### config.mk
export PLATFORM = sky130hd
export DESIGN_NAME = fcmp_pipe_flat
export DESIGN_NICKNAME = d
export VERILOG_FILES = /design/src/rtl/fcmp_pipe_if.sv /design/src/rtl/fcmp_pipe.sv /design/src/flat_wrapper.sv
export SDC_FILE = /design/constraint.sdc
export NUM_CORES = 1
export LEC_CHECK = 0
export CORE_MARGIN = 2
export CORE_UTILIZATION = 36
export CTS_BUF_LIST = sky130_fd_sc_hd__clkbuf_16
export DETAILED_ROUTE_END_ITERATION = 16
export PLACE_DENSITY_LB_ADDON = 0.3
export SLEW_MARGIN = 20
export SYNTH_ARGS = -nofsm -noshare
export SYNTH_HDL_FRONTEND = slang
export SYNTH_SLANG_ARGS = --single-unit
### constraint.sdc
create_clock -name clk -period 1 [get_ports clk]
set_input_delay 0.1 -clock clk [delete_from_list [all_inputs] [get_ports clk]]
set_output_delay 0.1 -clock clk [all_outputs]
set_load 0.05 [all_outputs]
### src/rtl/fcmp_pipe_if.sv
// Operand/result handshake bundle for fcmp_pipe: the producer side uses master, the compare unit uses slave.
interface fcmp_pipe_if #(
    parameter int EW = 8,
    parameter int MW = 23
);
    localparam int W = 1 + EW + MW;

    logic         in_valid;
    logic         in_ready;
    logic [1:0]   op;
    logic [W-1:0] x1;
    logic [W-1:0] x2;
    logic         out_valid;
    logic         out_ready;
    logic         y;
    logic         unord;

    modport master (
        output in_valid, op, x1, x2, out_ready,
        input  in_ready, out_valid, y, unord
    );

    modport slave (
        input  in_valid, op, x1, x2, out_ready,
        output in_ready, out_valid, y, unord
    );
endinterface

### src/rtl/fcmp_pipe.sv
// Pipelined flush-to-zero floating-point compare (LT/LE/EQ) with valid/ready backpressure.
// Optional NaN detection and the unord output are enabled by defining FCMP_NAN_EN.
module fcmp_pipe #(
    parameter int EW     = 8,
    parameter int MW     = 23,
    parameter int STAGES = 2
) (
    input  logic       clk,
    input  logic       rstn,
    fcmp_pipe_if.slave bus
);
    localparam int W    = 1 + EW + MW;
    localparam int MAGW = EW + MW;

    typedef struct packed {
        logic [1:0] op;
        logic       s1;
        logic       s2;
        logic       gt;
        logic       eq;
`ifdef FCMP_NAN_EN
        logic       un;
`endif
    } dec_t;

`ifdef FCMP_NAN_EN
    function automatic logic is_nan(input logic [W-1:0] x);
        return (&x[W-2 -: EW]) && (|x[MW-1:0]);
    endfunction
`endif

    // Zero-class operands collapse to +0 so that sign resolution never sees a signed zero.
    function automatic dec_t decode(input logic [1:0] op, input logic [W-1:0] a, input logic [W-1:0] b);
        dec_t            d;
        logic            za;
        logic            zb;
        logic [MAGW-1:0] ma;
        logic [MAGW-1:0] mb;
        za   = ~|a[W-2 -: EW];
        zb   = ~|b[W-2 -: EW];
        ma   = za ? '0 : a[MAGW-1:0];
        mb   = zb ? '0 : b[MAGW-1:0];
        d.op = op;
        d.s1 = a[W-1] & ~za;
        d.s2 = b[W-1] & ~zb;
        d.gt = (ma > mb);
        d.eq = (ma == mb);
`ifdef FCMP_NAN_EN
        d.un = (op != 2'b11) && (is_nan(a) || is_nan(b));
`endif
        return d;
    endfunction

    function automatic logic resolve(input dec_t d);
        logic lt;
        logic eq;
        logic y;
        eq = (d.s1 == d.s2) && d.eq;
        if (d.s1 != d.s2)
            lt = d.s1;
        else if (d.s1)
            lt = d.gt;
        else
            lt = ~d.gt & ~d.eq;
        case (d.op)
            2'b00:   y = lt;
            2'b01:   y = lt | eq;
            2'b10:   y = eq;
            default: y = 1'b0;
        endcase
`ifdef FCMP_NAN_EN
        if (d.un)
            y = 1'b0;
`endif
        return y;
    endfunction

    logic w_en;
    dec_t w_dec_p0;
    logic w_vld_p0;
    dec_t w_dec_fin;
    logic w_vld_fin;
    logic r_out_vld;
    logic r_y;

    assign w_en         = ~r_out_vld | bus.out_ready;
    assign bus.in_ready = w_en;

    // Stage 1: decode, flush and magnitude compare.
    assign w_vld_p0 = bus.in_valid;
    assign w_dec_p0 = decode(bus.op, bus.x1, bus.x2);

    generate
        if (STAGES == 1) begin : g_nodly
            assign w_dec_fin = w_dec_p0;
            assign w_vld_fin = w_vld_p0;
        end else begin : g_dly
            dec_t r_dec_p [1:STAGES-1];
            logic r_vld_p [1:STAGES-1];

            always_ff @(posedge clk or negedge rstn) begin
                if (!rstn) begin
                    for (int k = 1; k < STAGES; k++)
                        r_vld_p[k] <= 1'b0;
                end else if (w_en) begin
                    r_vld_p[1] <= w_vld_p0;
                    for (int k = 2; k < STAGES; k++)
                        r_vld_p[k] <= r_vld_p[k-1];
                end
            end

            always_ff @(posedge clk) begin
                if (w_en) begin
                    r_dec_p[1] <= w_dec_p0;
                    for (int k = 2; k < STAGES; k++)
                        r_dec_p[k] <= r_dec_p[k-1];
                end
            end

            assign w_dec_fin = r_dec_p[STAGES-1];
            assign w_vld_fin = r_vld_p[STAGES-1];
        end
    endgenerate

    // Final stage: sign resolution and op mux into the output register.
    always_ff @(posedge clk or negedge rstn) begin
        if (!rstn) begin
            r_out_vld <= 1'b0;
            r_y       <= 1'b0;
        end else if (w_en) begin
            r_out_vld <= w_vld_fin;
            r_y       <= w_vld_fin & resolve(w_dec_fin);
        end
    end

    assign bus.out_valid = r_out_vld;
    assign bus.y         = r_y;

`ifdef FCMP_NAN_EN
    logic r_unord;

    always_ff @(posedge clk or negedge rstn) begin
        if (!rstn)
            r_unord <= 1'b0;
        else if (w_en)
            r_unord <= w_vld_fin & w_dec_fin.un;
    end

    assign bus.unord = r_unord;
`else
    assign bus.unord = 1'b0;
`endif
endmodule

### src/flat_wrapper.sv
// flat-port wrapper written by rule: the top's interface ports become plain ports
module fcmp_pipe_flat 
#(
    parameter int EW     = 8,
    parameter int MW     = 23,
    parameter int STAGES = 2
)
  (clk, rstn, bus_in_valid, bus_op, bus_x1, bus_x2, bus_out_ready, bus_in_ready, bus_out_valid, bus_y, bus_unord);
  fcmp_pipe_if #(.EW(EW), .MW(MW)) bus_i ();
  input  logic clk;
  input  logic rstn;
  input wire logic [$bits(bus_i.in_valid)-1:0] bus_in_valid;
  input wire logic [$bits(bus_i.op)-1:0] bus_op;
  input wire logic [$bits(bus_i.x1)-1:0] bus_x1;
  input wire logic [$bits(bus_i.x2)-1:0] bus_x2;
  input wire logic [$bits(bus_i.out_ready)-1:0] bus_out_ready;
  output wire logic [$bits(bus_i.in_ready)-1:0] bus_in_ready;
  output wire logic [$bits(bus_i.out_valid)-1:0] bus_out_valid;
  output wire logic [$bits(bus_i.y)-1:0] bus_y;
  output wire logic [$bits(bus_i.unord)-1:0] bus_unord;
  assign bus_i.in_valid = bus_in_valid;
  assign bus_i.op = bus_op;
  assign bus_i.x1 = bus_x1;
  assign bus_i.x2 = bus_x2;
  assign bus_i.out_ready = bus_out_ready;
  assign bus_in_ready = bus_i.in_ready;
  assign bus_out_valid = bus_i.out_valid;
  assign bus_y = bus_i.y;
  assign bus_unord = bus_i.unord;
  fcmp_pipe #(.EW(EW), .MW(MW), .STAGES(STAGES)) u_core (.clk(clk), .rstn(rstn), .bus(bus_i));
endmodule
==> impl_results.md <==
- CP max FO: 8
- Area contributors post-synth: ha_1, edfxtp_1, and2_1
- Setup ws final: -1.112 ns
- CP cell instances: buf_6 > nor4_4 > nand2_2 > buf_6 > and2_1 > ha_1 > o21ai_0 > nor2_1 > o31a_1 > o41ai_2 > a31oi_1
- Critical Path End Type: flop
- GRT overflow: 0
- Post-Syn Area per Cell: 7.852 um^2
- Clock Pin Slew Worst Setup and Hold Paths: 0.04 ns
- TritonCTS buffer count: 3
- Clock Skews: 0.001730 ns
- Period Utilization, post-route: 2.112
- PnR Total Power: 2.214 mW
- Synth Flop Type: edfxtp_1
- Hold_ws: 0.05361 ns
- Max_cap viols: 0
- H-tree depth: 1
- Lkg Pwr: around 1.3 nW
- Cell variety after synth: 31
- Vias: ~1.7k
- Max Clk Rate: 473.4 MHz
- Vias in the first global route: 1676
- Post-synth EDFFs: 6
- Die height: 65.61 um
- Clock buffer depth: 2
- First-pass GRT wire length: 7.590 mm
- Pre-antenna DRT Iters: 4
- Critical Path AT: 2.08 ns
- CP Class: in2reg
- Initial antenna violation count: 0
- Min-Delay Path Class: in2async
- DRC: 0
- DRT antenna net count: 0
- IO Count: 74
- Initial Util: 0.3732
- Synthesized Nets: 275
- Final hold vios: 0
- FILL cells: ~240
- Place WS: -1.781 ns
- Slew Viols, Final: 0
- GRT Resource Usage Total: 0.2281
- DR WL/cell: roughly 16 um
- Area growth, synth to finish: 106.7%
- Hold_buf cts: 0
- Post-synth top area share: 0.2839
- Clock tree from TritonCTS: yes
- Synth warn: 0
- Worst path max stage delay: 0.31 ns
- Cell family with most CP delay: compound AO/OA/AOI/OAI gates
- N_diodes: 0
- Sequential area share after synthesis: 0.1868
- Total negative slack: -2.561 ns
- Final setup violation count: 8
- Initial drt markers: between 60 and 70
- Vias/cell: 5.150
- Fraction of registers with async set/reset: 0.3333
- Cell repeated most along the worst path: buf_6
- Area of the multi-input gates: ~1300 um^2
- Flops & latches, synth: 9
- Count leader, synth: ha_1
- DIE AREA: 4304 um^2
- Clk Latency, worst-skew pair: 0.23 ns
- CTS Sinks: 9
- Leading area contributor after synthesis: ha_1
- DP Cell Count: 306
- WP buf/inv: 2
- Post-Syn Area: approximately 1400 um^2
- Startpoint types: input port
- Placeable Area: 3661 um^2
- Seq. cell area: 256.5 um^2
- Die extent in x: 65.61 um
- Synth cell count leaders: ha_1, nand2_1, and2_1
- Port buffer count: 72
- Pwr/cell area: 784.2 nW/um^2
- Placer Congestion: 0.7040
- Largest net degree at the start of global routing: 9
- Period minus WS final: 2.112 ns
- Failing checks: setup timing
- Finished Cell Area: 2824 um^2
- Peak VDD IR: 475.3 uV
- Layout Cells excl Fill: 321
- Layout Nets: 375
- Fin util: 0.7714
- Root buffer cell: clkbuf_16
- Status: complete, but fails checks
- Site row count: 22
- DP HPWL: 3.236 mm
- Crit-path slowest cell: nor4_4
- Critical Path RT: between 0.9 and 1 ns
- WL final: slightly above 5 mm
- RSZ-0062 raised after global routing: yes
- Area after DPL: 2379 um^2
- Layout cells sized above 1: 0.3407
- Post-Syn Instances: approximately 170
==> layout make-up <==
class	count	area share
inverter	10	0.01329
multi-input combinational	142	0.4586
clock inverter	1	0.001772
clock buffer	3	0.02658
sequential	9	0.09083
timing repair buffer	108	0.3877
tap	48	0.02127
==> cells by family (layout without fill, tap and decap cells) <==
kind of cell               count (synthesis)  after routing  share of synthesized area
muxes                                      1              1                   0.008241
and+or+nand+nor                           80             80                     0.3059
other                                      1              1                   0.002745
xor gates and xnor gates                   1              1                   0.006411
DFF                                        9              9                     0.1868
adders and majority gates                 31             31                     0.2839
AOI/OAI and AO/OA                         28             28                     0.1401
buffers and inverters                     23            122                    0.06594
==> repair_timing <==
item | CTS | global route
buffers inserted | 6 | 3
pin swaps | 25 | 9
gates cloned | 4 | 0
resized for setup | 99 | 18
setup endpoints to repair | 6 | 14
endpoints found under the hold margin | 0 | 0
==> layer usage <==
metal	global-route usage	vias to the layer above	routed length (um)
li1	-	811	-
met5	0	-	0
met4	0.05990	0	63
met2	0.4375	54	2752
met1	0.2628	782	1979
met3	0.02911	6	239
==> power breakdown <==
group | internal (mW) | leakage, nW | switching (mW) | total (mW)
logic | 0.616 | 1.12 | 0.425 | 1.04
registers | 0.448 | 0.0963 | 0.0292 | 0.477
clock network | 0.526 | 0.0409 | 0.170 | 0.697
total | 1.59 | 1.26 | 0.624 | 2.21
==> sequential cells by signal, summed over array words and instances, names as in the netlist <==
signal and flops:
u_core.bus.out_valid 1, u_core.g_dly.r_dec_p 6, u_core.bus.y 1, u_core.g_dly.r_vld_p 1
==> worst register-to-register path: cells and delay by family, from the launching register on <==
family | cells | cell delay, ns
compound gates | 3 | 0.27
buf+inv | 1 | 0.16
flops | 1 | 0.40
simple gates | 2 | 0.14
==> final timing paths <==
| kind | depth (start not counted) | end | start | slack (ns) |
|---|---|---|---|---|
| min in group clk | 1 | u_core.g_dly.r_dec_p[1][5] | bus_op[1] | 0.43 |
| min | 1 | u_core.g_dly.r_vld_p | rstn | 0.05 |
| max in group asynchronous | 1 | u_core.bus.out_valid | rstn | 0.79 |
| max | 11 | u_core.g_dly.r_dec_p[1][1] | bus_x1[28] | -1.11 |
| min reg2reg | 1 | u_core.bus.out_valid | u_core.g_dly.r_vld_p | 0.51 |
| max reg2reg | 6 | u_core.bus.y | u_core.g_dly.r_dec_p[1][5] | -0.04 |
==> placed cells by master (no fill, tap or decap), types with 2 or more instances in the layout <==
cell type        Yosys  routed
clkdlybuf4s50_1      0      53
nand2_1             26      21
buf_4                1      21
ha_1                31      20
and2_1              25      19
buf_6                0      14
ha_4                 0      11
inv_1               10      10
a21oi_1             10       9
buf_2                0       8
nand4_1              7       7
and2_4               0       6
nand3_1              8       6
edfxtp_1             6       6
nor4_4               0       4
nor2_1               4       4
nand2_2              0       3
a21o_1               3       3
clkbuf_16            0       3
buf_16               0       3
buf_12               0       3
nand2_4              0       2
nand3_2              0       2
a21boi_0             2       2
nand3b_1             2       2
o21ai_0              4       2
o21ai_1              0       2
clkdlybuf4s15_1      0       2
buf_8                0       2
dfrtp_1              3       2
Power figures use the tool's default switching activity.
